$ cat config.mk
export PLATFORM = sky130hd
export DESIGN_NAME = uart_frame_sched
export DESIGN_NICKNAME = d
export VERILOG_FILES = /design/src/rtl/uart_frame_sched.sv
export SDC_FILE = /design/constraint.sdc
export NUM_CORES = 1
export LEC_CHECK = 0
export ABC_AREA = 0
export BUFFER_PORTS_ARGS = -buffer_cell sky130_fd_sc_hd__buf_2
export CAP_MARGIN = 20
export CORE_UTILIZATION = 45
export DETAILED_ROUTE_END_ITERATION = 10
export PLACE_DENSITY = 0.81
export SETUP_SLACK_MARGIN = 0.1
export SLEW_MARGIN = 20
export SYNTH_ARGS = -nofsm -noshare
export SYNTH_HDL_FRONTEND = slang
export SYNTH_SLANG_ARGS = --single-unit
$ cat constraint.sdc
create_clock -name clk -period 2.79 [get_ports clk]
set_clock_uncertainty 0.05 [all_clocks]
set_input_delay 0.4185 -clock clk [delete_from_list [all_inputs] [get_ports clk]]
set_output_delay 0.4185 -clock clk [all_outputs]
set_load 0.02 [all_outputs]
$ cat src/rtl/uart_frame_sched.sv
// Frame scheduler between uart_rx, a shared sync byte FIFO and uart_tx.
// Optional idle-flush timer in FILL: define UART_FRAME_SCHED_TIMEOUT_EN.
module uart_frame_sched #(
    parameter int             DW          = 8,
    parameter int             CW          = 5,
    parameter int             THRESH      = 8,
    parameter logic [DW-1:0]  TERM_BYTE   = 8'h0D,
    parameter int             TIMEOUT_CYC = 52080
) (
    input  logic          clk,
    input  logic          rst_n,
    input  logic          rx_vld,
    input  logic [DW-1:0] rx_data,
    output logic          fifo_wr_en,
    output logic [DW-1:0] fifo_wdata,
    input  logic          fifo_full,
    output logic          fifo_rd_en,
    input  logic [DW-1:0] fifo_rdata,
    input  logic          fifo_empty,
    output logic          tx_start,
    output logic [DW-1:0] tx_data,
    input  logic          tx_busy,
    input  logic          ovf_clr,
    output logic          ovf_err,
    output logic          frame_done,
    output logic [CW-1:0] occupancy
);

    localparam int DEPTH = 2 ** (CW - 1);

    typedef enum logic [2:0] {IDLE, FILL, RD, LOAD, WAIT_HI, WAIT_LO} state_e;

    state_e        state_q, state_d;
    logic [CW-1:0] occ_q, occ_d;
    logic [DW-1:0] tx_data_q, tx_data_d;
    logic          tx_start_q, tx_start_d;
    logic          frame_done_q, frame_done_d;
    logic          ovf_q, ovf_d;
    logic          trig;
    logic          timeout;

    assign fifo_wr_en = rx_vld & ~fifo_full;
    assign fifo_wdata = rx_data;
    // Kept out of the FSM process so occupancy/trig do not loop back through it.
    assign fifo_rd_en = (state_q == RD);

    // NOTE: every always_comb output gets a default first so no latch is inferred.
    always_comb begin
        occ_d = occ_q;
        if (fifo_wr_en && !fifo_rd_en && occ_q != CW'(DEPTH))
            occ_d = occ_q + 1'b1;
        else if (!fifo_wr_en && fifo_rd_en && occ_q != '0)
            occ_d = occ_q - 1'b1;
    end

    assign trig = (fifo_wr_en && rx_data == TERM_BYTE) || (occ_d >= CW'(THRESH));

    always_comb begin
        ovf_d = ovf_q;
        if (ovf_clr)
            ovf_d = 1'b0;
        if (rx_vld && fifo_full)
            ovf_d = 1'b1;
    end

`ifdef UART_FRAME_SCHED_TIMEOUT_EN
    localparam int TW = $clog2(TIMEOUT_CYC + 1);

    logic [TW-1:0] idle_cnt_q, idle_cnt_d;

    always_comb begin
        idle_cnt_d = '0;
        if (state_q == FILL && !rx_vld)
            idle_cnt_d = idle_cnt_q + 1'b1;
    end

    assign timeout = (state_q == FILL) && !rx_vld && (idle_cnt_q == TW'(TIMEOUT_CYC - 1));

    always_ff @(posedge clk or negedge rst_n) begin
        if (!rst_n)
            idle_cnt_q <= '0;
        else
            idle_cnt_q <= idle_cnt_d;
    end
`else
    // No flush timer: a partial frame waits for a terminator or the threshold.
    assign timeout = (TIMEOUT_CYC < 0);
`endif

    always_comb begin
        state_d      = state_q;
        tx_start_d   = 1'b0;
        tx_data_d    = tx_data_q;
        frame_done_d = 1'b0;
        unique case (state_q)
            IDLE:    if (fifo_wr_en) state_d = trig ? RD : FILL;
            FILL:    if (trig || timeout) state_d = RD;
            RD:      state_d = LOAD;
            LOAD: begin
                tx_data_d  = fifo_rdata;
                tx_start_d = 1'b1;
                state_d    = WAIT_HI;
            end
            WAIT_HI: if (tx_busy) state_d = WAIT_LO;
            WAIT_LO: begin
                // A byte written in this very cycle is not yet visible on fifo_empty.
                if (!tx_busy) begin
                    if (fifo_empty && !fifo_wr_en) begin
                        frame_done_d = 1'b1;
                        state_d      = IDLE;
                    end else begin
                        state_d = RD;
                    end
                end
            end
            default: state_d = IDLE;
        endcase
    end

    // NOTE: sequential state uses non-blocking assignments only.
    always_ff @(posedge clk or negedge rst_n) begin
        if (!rst_n) begin
            state_q      <= IDLE;
            occ_q        <= '0;
            tx_data_q    <= '0;
            tx_start_q   <= 1'b0;
            frame_done_q <= 1'b0;
            ovf_q        <= 1'b0;
        end else begin
            state_q      <= state_d;
            occ_q        <= occ_d;
            tx_data_q    <= tx_data_d;
            tx_start_q   <= tx_start_d;
            frame_done_q <= frame_done_d;
            ovf_q        <= ovf_d;
        end
    end

    assign tx_start   = tx_start_q;
    assign tx_data    = tx_data_q;
    assign frame_done = frame_done_q;
    assign ovf_err    = ovf_q;
    assign occupancy  = occ_q;

endmodule

== Word-level counts from Yosys, hierarchy flattened ==
Cells that the tools add are included.
Word-level totals
  register bits after elaboration: 19
  word-level logic and storage cells: 51
  bits of input ports: 23
Operators by class
  reduce and logical (&&, ||, !) cells: 14
  $add $sub $neg: 2
  muxes and demuxes: 15
  magnitude comparators: 1
  equal/unequal tests: 11
  bitwise gates (word level): 2
Operator list (count)
  3-bit one-hot mux with 6 select lines: 1
  3-bit 2-to-1 mux: 4
  5-bit 2-to-1 mux: 2
  8-bit by 4-bit == test with 1-bit output, second input constant: 1
  2-bit != test, second input constant: 4
  1-bit logical AND: 7
  3-bit by 2-bit == test with 1-bit output, second input constant: 2
  3-bit == test, second input constant: 2
  1-bit 2-to-1 mux: 6
  5-bit by 1-bit adder with 5-bit output, second input constant: 1
  5-bit by 4-bit greater-or-equal comparator with 1-bit output, second input constant: 1
  5-bit != test, second input constant: 1
  5-bit nonzero test: 1
  5-bit by 1-bit subtractor with 5-bit output, second input constant: 1
  2-bit 2-to-1 mux: 2
  4-bit AND reduction: 1
  3-bit by 1-bit == test with 1-bit output, second input constant: 1
  3-bit zero test: 1
  1-bit zero test: 2
  2-bit nonzero test: 1
  1-bit bitwise AND: 1
  1-bit logical OR: 1
  1-bit NOT: 1

== Depth between registers and ports, before layout ==
Gate-level depths: netlist (run 1).
  word-level depth: 12
  depth in mapped cells: 7
  gate-level depth less buffers: 7

== Least setup slack after synthesis (run 1) ==
Ideal clock, no wire load.
  kind: flip-flop to flip-flop
  start: register occ_q[1], in the netlist occupancy[1]
  end: register state_q[1]
  arrival: 1810 ps
  setup slack: 811 ps
  cell stages (with the launch flop): 8
  required time: 2621 ps
  buffers on the path: 0
  path through: dfrtp_1 inv_1 ha_1 or3b_2 o31ai_2 mux2_4 nand3_1 o21ba_1
Between the ends
  longest elaborated chain between the ends: 9
RTL lines
  start, declared: RTL line 34  | logic [CW-1:0] occ_q, occ_d;
  start signal, assigned: RTL line 124  | occ_q <= '0;
  start signal, assigned: RTL line 131  | occ_q <= occ_d;
  branches (longest 3 deep; another with 5-bit by 1-bit subtractor with 5-bit output)
  5-bit 2-to-1 mux *: RTL line 50  | if (fifo_wr_en && !fifo_rd_en && occ_q != CW'(DEPTH))
  5-bit by 4-bit greater-or-equal comparator with 1-bit output *: RTL line 56  | assign trig = (fifo_wr_en && rx_data == TERM_BYTE) || (occ_d >= CW'(THRESH));
  1-bit logical OR *: RTL line 56
  2-bit 2-to-1 mux: RTL line 96  | IDLE: if (fifo_wr_en) state_d = trig ? RD : FILL;
  3-bit 2-to-1 mux: RTL line 96
  3-bit one-hot mux with 6 select lines: RTL line 95  | unique case (state_q)
  end signal, assigned: RTL line 130  | state_q <= state_d;
  end, declared: RTL line 33  | state_e state_q, state_d;
Every way passes the cells marked *. The select of a mux whose other input is x is not followed.
A chain may end at the register's enable or synchronous reset.

== Worst setup path after layout (run 1) ==
  start: register state_q[0]
  end: output fifo_rd_en
Between the ends
  longest elaborated chain between the ends: 1
RTL lines
  3-bit by 2-bit == test with 1-bit output: RTL line 45  | assign fifo_rd_en = (state_q == RD);
  end, declared: RTL line 17  | output logic fifo_rd_en,
No other way between the ends.

==> results of run 1 <==
## final timing paths
| path | to | cells past startpoint |
|---|---|---|
| hold / removal | tx_data[6]$_DFFE_PN0P_ | 1 |
| min in group clk | frame_done$_DFF_PN0_ | 2 |
| setup / recovery | fifo_rd_en | 3 |
| max in group asynchronous | occupancy[0]$_DFF_PN0_ | 1 |
| hold reg to reg | tx_data[4]$_DFFE_PN0P_ | 2 |
| setup reg to reg | state_q[1]$_DFFE_PN0P_ | 7 |
## cell usage after synthesis (all sizes together)
cell type and instances:
and4b 1, clkinv 1, clkbuf 1, xnor2 1, o2bb2ai 3, ha 2, buf 13, a21oi 3
dfrtp 19, o21ba 2, xor2 3, nor3b 2, nor4b 1, nor4 2, nor2 6, and3 1
o21ai 7, or3b 2, o22ai 2, inv 7, mux2 1, o211ai 1, o31ai 2, o2111ai 1
and2 1, nand3 6, or2 1, nor2b 2, nand2 30
## cell families (layout without fill, tap and decap cells)
group                      after synthesis  count (layout)  synth area share [%]
buffers and inverters                   22              61                  11.8
and+or+nand+nor                         55              55                  24.7
muxes                                    1               1                  1.34
DFF                                     19              19                  42.6
adders and majority gates                2               2                  2.24
xor gates and xnor gates                 4               4                  3.81
AOI/OAI and AO/OA                       21              21                  13.5
## flip-flops by register name (all words and copies together) (netlist names)
register	flops
tx_start	1
ovf_err	1
frame_done	1
tx_data	8
state_q	3
occupancy	5
## where the power goes
part / switching, W / internal [W]
Sequential: 0.000139 / 0.000398
Combinational: 0.000434 / 0.000297
Clock: 0.0000897 / 0.0000534
## metal layers
metal	vias up	share of wire, %
met5	-	0
met4	0	1.5
met3	4	4.4
met2	35	50
met1	453	44
li1	483	-
## worst max-delay path, cell delays in order, from the launching register on
cell and delay [ns]:
dfrtp_1 0.47, or3b_1 0.58, inv_1 0.10, buf_2 0.16
## through the flow
step                      hold slack, ns  power (W)  util, %  instance area [um^2]
final                            -0.0139    0.00141     58.3                  1330
after CTS                        0.00485    0.00142     58.3                  1330
after global routing              0.0147    0.00153     58.3                  1330
after floorplan                   0.0729    0.00110        -                  1120
after global placement             0.328    0.00124     57.1                  1300
after detailed placement           0.334    0.00128     57.1                  1300
## layout make-up
cell class / count / area share, %
multi-input cells: 83 / 38.5
flip-flops and latches: 19 / 35.8
inverters: 8 / 2.26
clock inverters: 1 / 0.377
well taps: 28 / 2.64
clock buffers: 3 / 1.70
repair buffers: 49 / 18.7
==> flow_summary.ini, run 1 <==
[global_route]
grt_use_met1_pct = 21.7
grt_max_degree = 20
grt_usage_pct = 17.5
grt_first_pass_wirelength_um = 3530
antenna_found_initial = 0
use_met3_pct = 1.75
grt.overflow.total = 0
grt.busiest_layer = met2
use_met2_pct = 30.3
grt_pass1_vias = 861

[pwr]
vdd_drop_max_uv = 498
total_leakage_power_nw = 0.726
power_density_nw_per_um2 = 1060

[synthesis]
yosys.area.top_type = dfrtp_1
syn_avg_cell_area_um2 = 9.01
synth_cell_types = 36
synth_area_um2 = 1120
syn_inst = 124
yosysTopAreaCellShare_pct = 42.6
ys_top_cells_by_area = dfrtp_1, nand2_1, buf_4
synthesis.nets = 149
ys_ff_latch = 19
yosysWarnings = 0
yosysSeqAreaShare_pct = 42.6

[final_layout]
seq_area_um2 = 475
num-fill-cells = 197
mostFrequentLayoutCell = buf_2
drive_gt1_share_pct = 36.8
final_cell_mix = buf_2, nand2_1, dfrtp_1
area_growth_pct = 18.7
final_net_count = 189
layout.cells.non_filler = 191
multiInputGateArea_um2 = 510
insertedDiodeCount = 0

[cts]
cts_max_level = 1
cts_tree = yes
cts_inserted_buffers = 3
clk_latency_ns = 0.30
post_cts.resized_instances = 0
root_buffer = clkbuf_4
clkSlewWorstSetupHoldPaths_ns = 0.11
cts_hold_buf = 0
cts_setup_buffers = 0
clockBufferDepth = 2
clkSinkCount = 19

[worst_setup_path]
path_class = reg -> out
crit_start = state_q[0]$_DFFE_PN0P_
r2r_start = occupancy[1]$_DFF_PN0_
cp.arrival_ns = 1.60
start_kind = flop
worst_ep_required_time_ns = 2.32
critical_path_peak_fanout = 8
end_kind = output pin
rrSetupSlack_ns = 0.76

[die]
dieWidth_um = 51.8
rows = 17
die-height_um = 51.8
start_util_pct = 49.1
core_area_um2 = 2280
io_pins = 49
die_area_um2 = 2690

[timing]
post-route-worst-setup-slack_ns = 0.720
clock.fmax_mhz = 483
maxSlewViolCount = 0
setup_viol = 0
slew_headroom_pct = 71.8
fin_crit_sh_pct = 74.2
worstMarginPinSlew_ns = 0.419
rsz0062_at_grt = false
setup_tns_ns = 0
min_period_ns = 2.07
hold_slack_ns = -0.0139
hold_viol = 19

[place]
place_congestion = 0.849
place_inst = 187
portBuffers = 48
hpwl_um = 1720
place_ws_ns = 0.780

[routing]
wirelength_um = 2200
post-route-drc-count = 0
post_drt_wl_per_cell_um = 11.5
drt_iter0_markers = 16
drt.antenna.violating_nets = 0
viasPerCell = 5.10
firstDrtPassIters = 4
route.vias.total = 975

[outcome]
status = complete, but fails checks
violations = hold timing

[run]
max-cap-violations = 0

[worst_hold_path]
min_path_type = in -> async
Note: power is estimated with default switching activity, not from simulation.
==> run 2: changes to the inputs <==
clock period = 2 ns   (was 2.79 ns; I/O delays follow)
==> run 2 against run 1 <==
  * Total power grew 47%
  * First-iteration DRC count grew 81%
  * Wire length grew 12%
  * Highest routed layer unchanged
  * Final area grew 4.2%
  * The flow now finishes without violations
  * Worst hold slack gained 0.15 ns
  * Clock-buffer cell count is the same
  * Via count grew 4.1%
  * Critical path depth grew 5
  * Global-route usage grew 2.4 points
  * Register-to-register slack lost 0.61 ns
  * Core utilization grew 2.5 points
  * Non-clock buffer count grew 6
==> flow_summary.ini, run 2 (synthesis gave the netlist of run 1 again) <==
[cts]
clockBufferDepth = 2
clkSlewWorstSetupHoldPaths_ns = 0.10
cts_max_level = 1
cts_tree = yes
cts_inserted_buffers = 3
root_buffer = clkbuf_4
clk_latency_ns = 0.31
clkSinkCount = 19

[pwr]
power_frac_seq_pct = 34.1
pwr-share-comb_pct = 56.5
clock_power_share_pct = 9.5
total_leakage_power_nw = 0.753
swShare_pct = 46.1
vdd_drop_max_uv = 671
switchingPower_w = 0.000958
intPower_w = 0.00112
power_density_nw_per_um2 = 1500

[final_layout]
mostFrequentLayoutCell = buf_2
area_growth_pct = 23.7
final_cell_mix = buf_2, nand2_1, dfrtp_1
largest_register_ffs = 8
drive_gt1_share_pct = 40.8
final_net_count = 195
insertedDiodeCount = 0

[timing]
fin_crit_sh_pct = 92.6
rsz0062_at_grt = true
clock.fmax_mhz = 540
maxSlewViolCount = 0
hold_viol = 0
setup_tns_ns = 0
slew_headroom_pct = 71.5
hold_slack_ns = 0.133
min_period_ns = 1.85
worstMarginPinSlew_ns = 0.427
setup_viol = 0

[die]
die-height_um = 51.8
rows = 17
start_util_pct = 49.1
io_pins = 49
core_area_um2 = 2280
dieWidth_um = 51.8
die_area_um2 = 2690

[run]
max-cap-violations = 0

[worst_setup_path]
start_kind = flop
cp_cell_sequence = inv_1 > ha_1 > or3b_4 > buf_4 > nor2_1 > o21ai_0 > o2111ai_1 > o31ai_1
critPathMaxStageDelay_ns = 0.43
r2r.worst_path.cells = 8
worst_ep_required_time_ns = 2.13
rr_endpoint = occupancy[1]$_DFF_PN0_
end_kind = flop
rrSetupSlack_ns = 0.15
path_class = reg -> reg
cp.arrival_ns = 1.98
critical_path_peak_fanout = 4
critPathSlowestCell = dfrtp_2
r2r_start = occupancy[1]$_DFF_PN0_

[routing]
wirelength_um = 2480
post-route-drc-count = 0
drt.antenna.violating_nets = 0
firstDrtPassIters = 4
viasPerCell = 5.15
drt_iter0_markers = 29
post_drt_wl_per_cell_um = 12.6
route.vias.total = 1015

[worst_hold_path]
hold_end = tx_data[4]$_DFFE_PN0P_
hold_start = fifo_rdata[4]
min_path_type = in -> reg
holdPathStages = 3

[global_route]
grt_pass1_vias = 911
grt_usage_pct = 20.0
grt_max_degree = 20
antenna_found_initial = 0
grt_first_pass_wirelength_um = 3880
grt.overflow.total = 0

[outcome]
status = completed

[place]
hpwl_um = 1910
portBuffers = 48
place_congestion = 0.772
-- run 2: per-stage QoR --
step,area (um^2),util [%],cells,worst slack (ns),power (W)
floorplan,1120,-,124,0.164,0.00154
global placement,1320,57.9,189,0.177,0.00177
detailed placement,1320,57.9,189,0.0933,0.00184
CTS,1370,60.4,196,0.131,0.00208
global route,1380,60.7,197,0.0832,0.00224
finish,1380,60.7,197,0.148,0.00208
-- run 2: worst max path at each step --
stage / slack (ns) / startpoint / endpoint / cells past startpoint
final: 0.15 / occupancy[1]$_DFF_PN0_ / occupancy[1]$_DFF_PN0_ / 8
after CTS: 0.13 / state_q[1]$_DFFE_PN0P_ / fifo_rd_en / 3
after detailed placement: 0.09 / occupancy[1]$_DFF_PN0_ / state_q[1]$_DFFE_PN0P_ / 7
after floorplan: 0.16 / occupancy[1]$_DFF_PN0_ / state_q[1]$_DFFE_PN0P_ / 7
after global placement: 0.18 / occupancy[1]$_DFF_PN0_ / state_q[1]$_DFFE_PN0P_ / 7
after global routing: 0.08 / occupancy[0]$_DFF_PN0_ / state_q[1]$_DFFE_PN0P_ / 7
-- run 2: worst max-delay path: cells and delay by family, from the launching register on --
kind,cells,cell delay (ns)
compound gates,3,0.34
fa+ha+maj,1,0.18
buf+inv,2,0.21
flops,1,0.43
simple gates,2,0.52
-- run 2: area by class of cell --
class	instances	area, um^2
Fill cell	198	893
Multi-Input combinational cell	83	515
Sequential cell	19	479
Timing Repair Buffer	55	295
Tap cell	28	35.0
Inverter	8	30.0
Clock buffer	3	22.5
Clock inverter	1	5.00
-- run 2: what timing repair did --
action,CTS,global route
endpoints found under the setup margin,2,2
cloned,0,0
gates resized for setup,1,1
hold buffers,1,0
buffers inserted,2,1
hold endpoints to repair,19,0
-- run 2: power groups by stage --
stage / sequential (W) / clock [W] / combinational (W)
3_5_place_dp: 0.000737 / 0 / 0.00110
2_1_floorplan: 0.000858 / 0 / 0.000681
5_1_grt: 0.000732 / 0.000221 / 0.00129
6_report: 0.000708 / 0.000197 / 0.00117
3_3_place_gp: 0.000720 / 0 / 0.00105
4_1_cts: 0.000706 / 0.000208 / 0.00117
-- run 2: routing by layer --
metal | part of all wire (%) | track usage [%]
met1 | 40 | 23.4
met2 | 52 | 34.4
met3 | 5.7 | 3.80
met4 | 1.9 | 9.91
met5 | 0 | 0
==> run 3: changes to the inputs <==
BUFFER_PORTS_ARGS = unset   (was -buffer_cell sky130_fd_sc_hd__buf_2)
DONT_BUFFER_PORTS = 1   (was unset)
PLACE_DENSITY = 0.64   (was 0.81)
clock period = 2.4 ns   (was 2 ns; I/O delays follow)
==> run 3 against run 2 <==
  * Core utilization fell by 12 points
  * Setup slack improved by 0.26 ns
  * Largest power group is now registers
  * First-iteration DRC count fell by 72%
  * Combinational power shrank 48%
  * Global-route usage fell by 3.6 points
  * Sequential power is 4.8% higher
  * Cell count is 26% lower
  * Via count shrank 25%
  * Sequential share of layout area increased by 8.1 points
==> flow_summary.ini, run 3 (synthesis gave the netlist of run 1 again) <==
[final_layout]
final_cell_mix = nand2_1, dfrtp_1, inv_1, o21ai_0, nand3_1
largest_register_ffs = 8
final_net_count = 144
insertedDiodeCount = 0
area_growth_pct = -0.560
design_area_um2 = 1110
drive_gt1_share_pct = 11.9
mostFrequentLayoutCell = nand2_1

[timing]
hold_viol = 0
setup_viol = 0
rsz0062_at_grt = false
worstMarginPinSlew_ns = 0.859
min_period_ns = 2.00
slew_headroom_pct = 42.5
clock.fmax_mhz = 501
maxSlewViolCount = 0
setup_tns_ns = 0
fin_crit_sh_pct = 83.2

[routing]
wirelength_um = 1990
viasPerCell = 5.23
drt_iter0_markers = 8
post-route-drc-count = 0
firstDrtPassIters = 3
drt.antenna.violating_nets = 0
route.vias.total = 764
post_drt_wl_per_cell_um = 13.6

[die]
die-height_um = 51.8
core_area_um2 = 2280
die_area_um2 = 2690
io_pins = 49
dieWidth_um = 51.8
rows = 17
start_util_pct = 49.1

[place]
place_congestion = 0.741
placed_cell_area_um2 = 1070
portBuffers = 0
hpwl_um = 1510

[global_route]
grt_pass1_vias = 727
grt.overflow.total = 0
grt_first_pass_wirelength_um = 3230
grt_usage_pct = 16.4
antenna_found_initial = 0
grt_max_degree = 20

[cts]
clockBufferDepth = 2
clk_latency_ns = 0.29
root_buffer = clkbuf_4
cts_inserted_buffers = 3
clkSinkCount = 19
cts_setup_buffers = 0
clkSlewWorstSetupHoldPaths_ns = 0.11
cts_max_level = 1
cts_tree = yes
post_cts.resized_instances = 0

[worst_setup_path]
critical_path_peak_fanout = 10
rr_endpoint = state_q[1]$_DFFE_PN0P_
path_class = reg -> out
cp.arrival_ns = 1.59
r2r_start = occupancy[0]$_DFF_PN0_
start_kind = flop
rrSetupSlack_ns = 0.49
r2r.worst_path.cells = 7
worst_ep_required_time_ns = 1.99
end_kind = output pin

[worst_hold_path]
hold_end = frame_done$_DFF_PN0_
min_path_type = in -> reg
hold_start = tx_busy
holdPathStages = 1

[pwr]
total_leakage_power_nw = 0.540
power_density_nw_per_um2 = 1360
vdd_drop_max_uv = 605

[run]
max-cap-violations = 0

[outcome]
status = completed
## run 3: layer usage
layer	up-vias	part of all wire [%]	GRT usage, %
met5	-	0	0
met4	0	1.4	6.31
met3	6	5.9	5.56
met2	21	46	24.8
met1	347	47	21.4
li1	390	-	-
## run 3: what timing repair did
action,CTS,global route
hold buffers,1,0
hold endpoints to repair,19,0
setup endpoints to repair,0,0
## run 3: power breakdown
group / leakage, nW / switching (W) / internal [W]
registers: 0.236 / 0.000280 / 0.000462
clock network: 0.0177 / 0.0000982 / 0.0000619
logic: 0.286 / 0.000344 / 0.000268
total: 0.540 / 0.000723 / 0.000792
## run 3: area by class of cell
cell class	count	area, um^2
fillers	226	1160
inverters	8	30.0
well taps	28	35.0
clock buffers	3	22.5
clock inverters	1	5.00
repair buffers	4	32.5
flip-flops and latches	19	475
multi-input cells	83	510
## run 3: how the worst max path moves through the flow
stage	from	endpoint	slack, ns	depth (start not counted)
after detailed placement	occupancy[0]$_DFF_PN0_	state_q[1]$_DFFE_PN0P_	0.50	7
after global placement	state_q[2]$_DFFE_PN0P_	state_q[1]$_DFFE_PN0P_	0.54	5
after CTS	state_q[2]$_DFFE_PN0P_	fifo_rd_en	0.40	2
after floorplan	occupancy[1]$_DFF_PN0_	state_q[1]$_DFFE_PN0P_	0.42	7
after global routing	state_q[2]$_DFFE_PN0P_	fifo_rd_en	0.33	2
final	state_q[2]$_DFFE_PN0P_	fifo_rd_en	0.40	2
## run 3: worst max-delay path: stages (launching register included)
cell and delay, ns:
dfrtp_1 0.48, or3b_1 0.57, inv_1 0.24
## run 3: through the flow
stage / util (%) / hold slack [ns] / power, W / instances / setup WS (ns)
detailed placement: 47.2 / 0.0148 / 0.00136 / 141 / 0.497
CTS: 48.8 / 0.0660 / 0.00153 / 146 / 0.396
global route: 48.8 / 0.0485 / 0.00165 / 146 / 0.329
finish: 48.8 / 0.0745 / 0.00151 / 146 / 0.404
floorplan: - / 0.0144 / 0.00127 / 124 / 0.421
global placement: 47.2 / 0.0148 / 0.00133 / 141 / 0.539
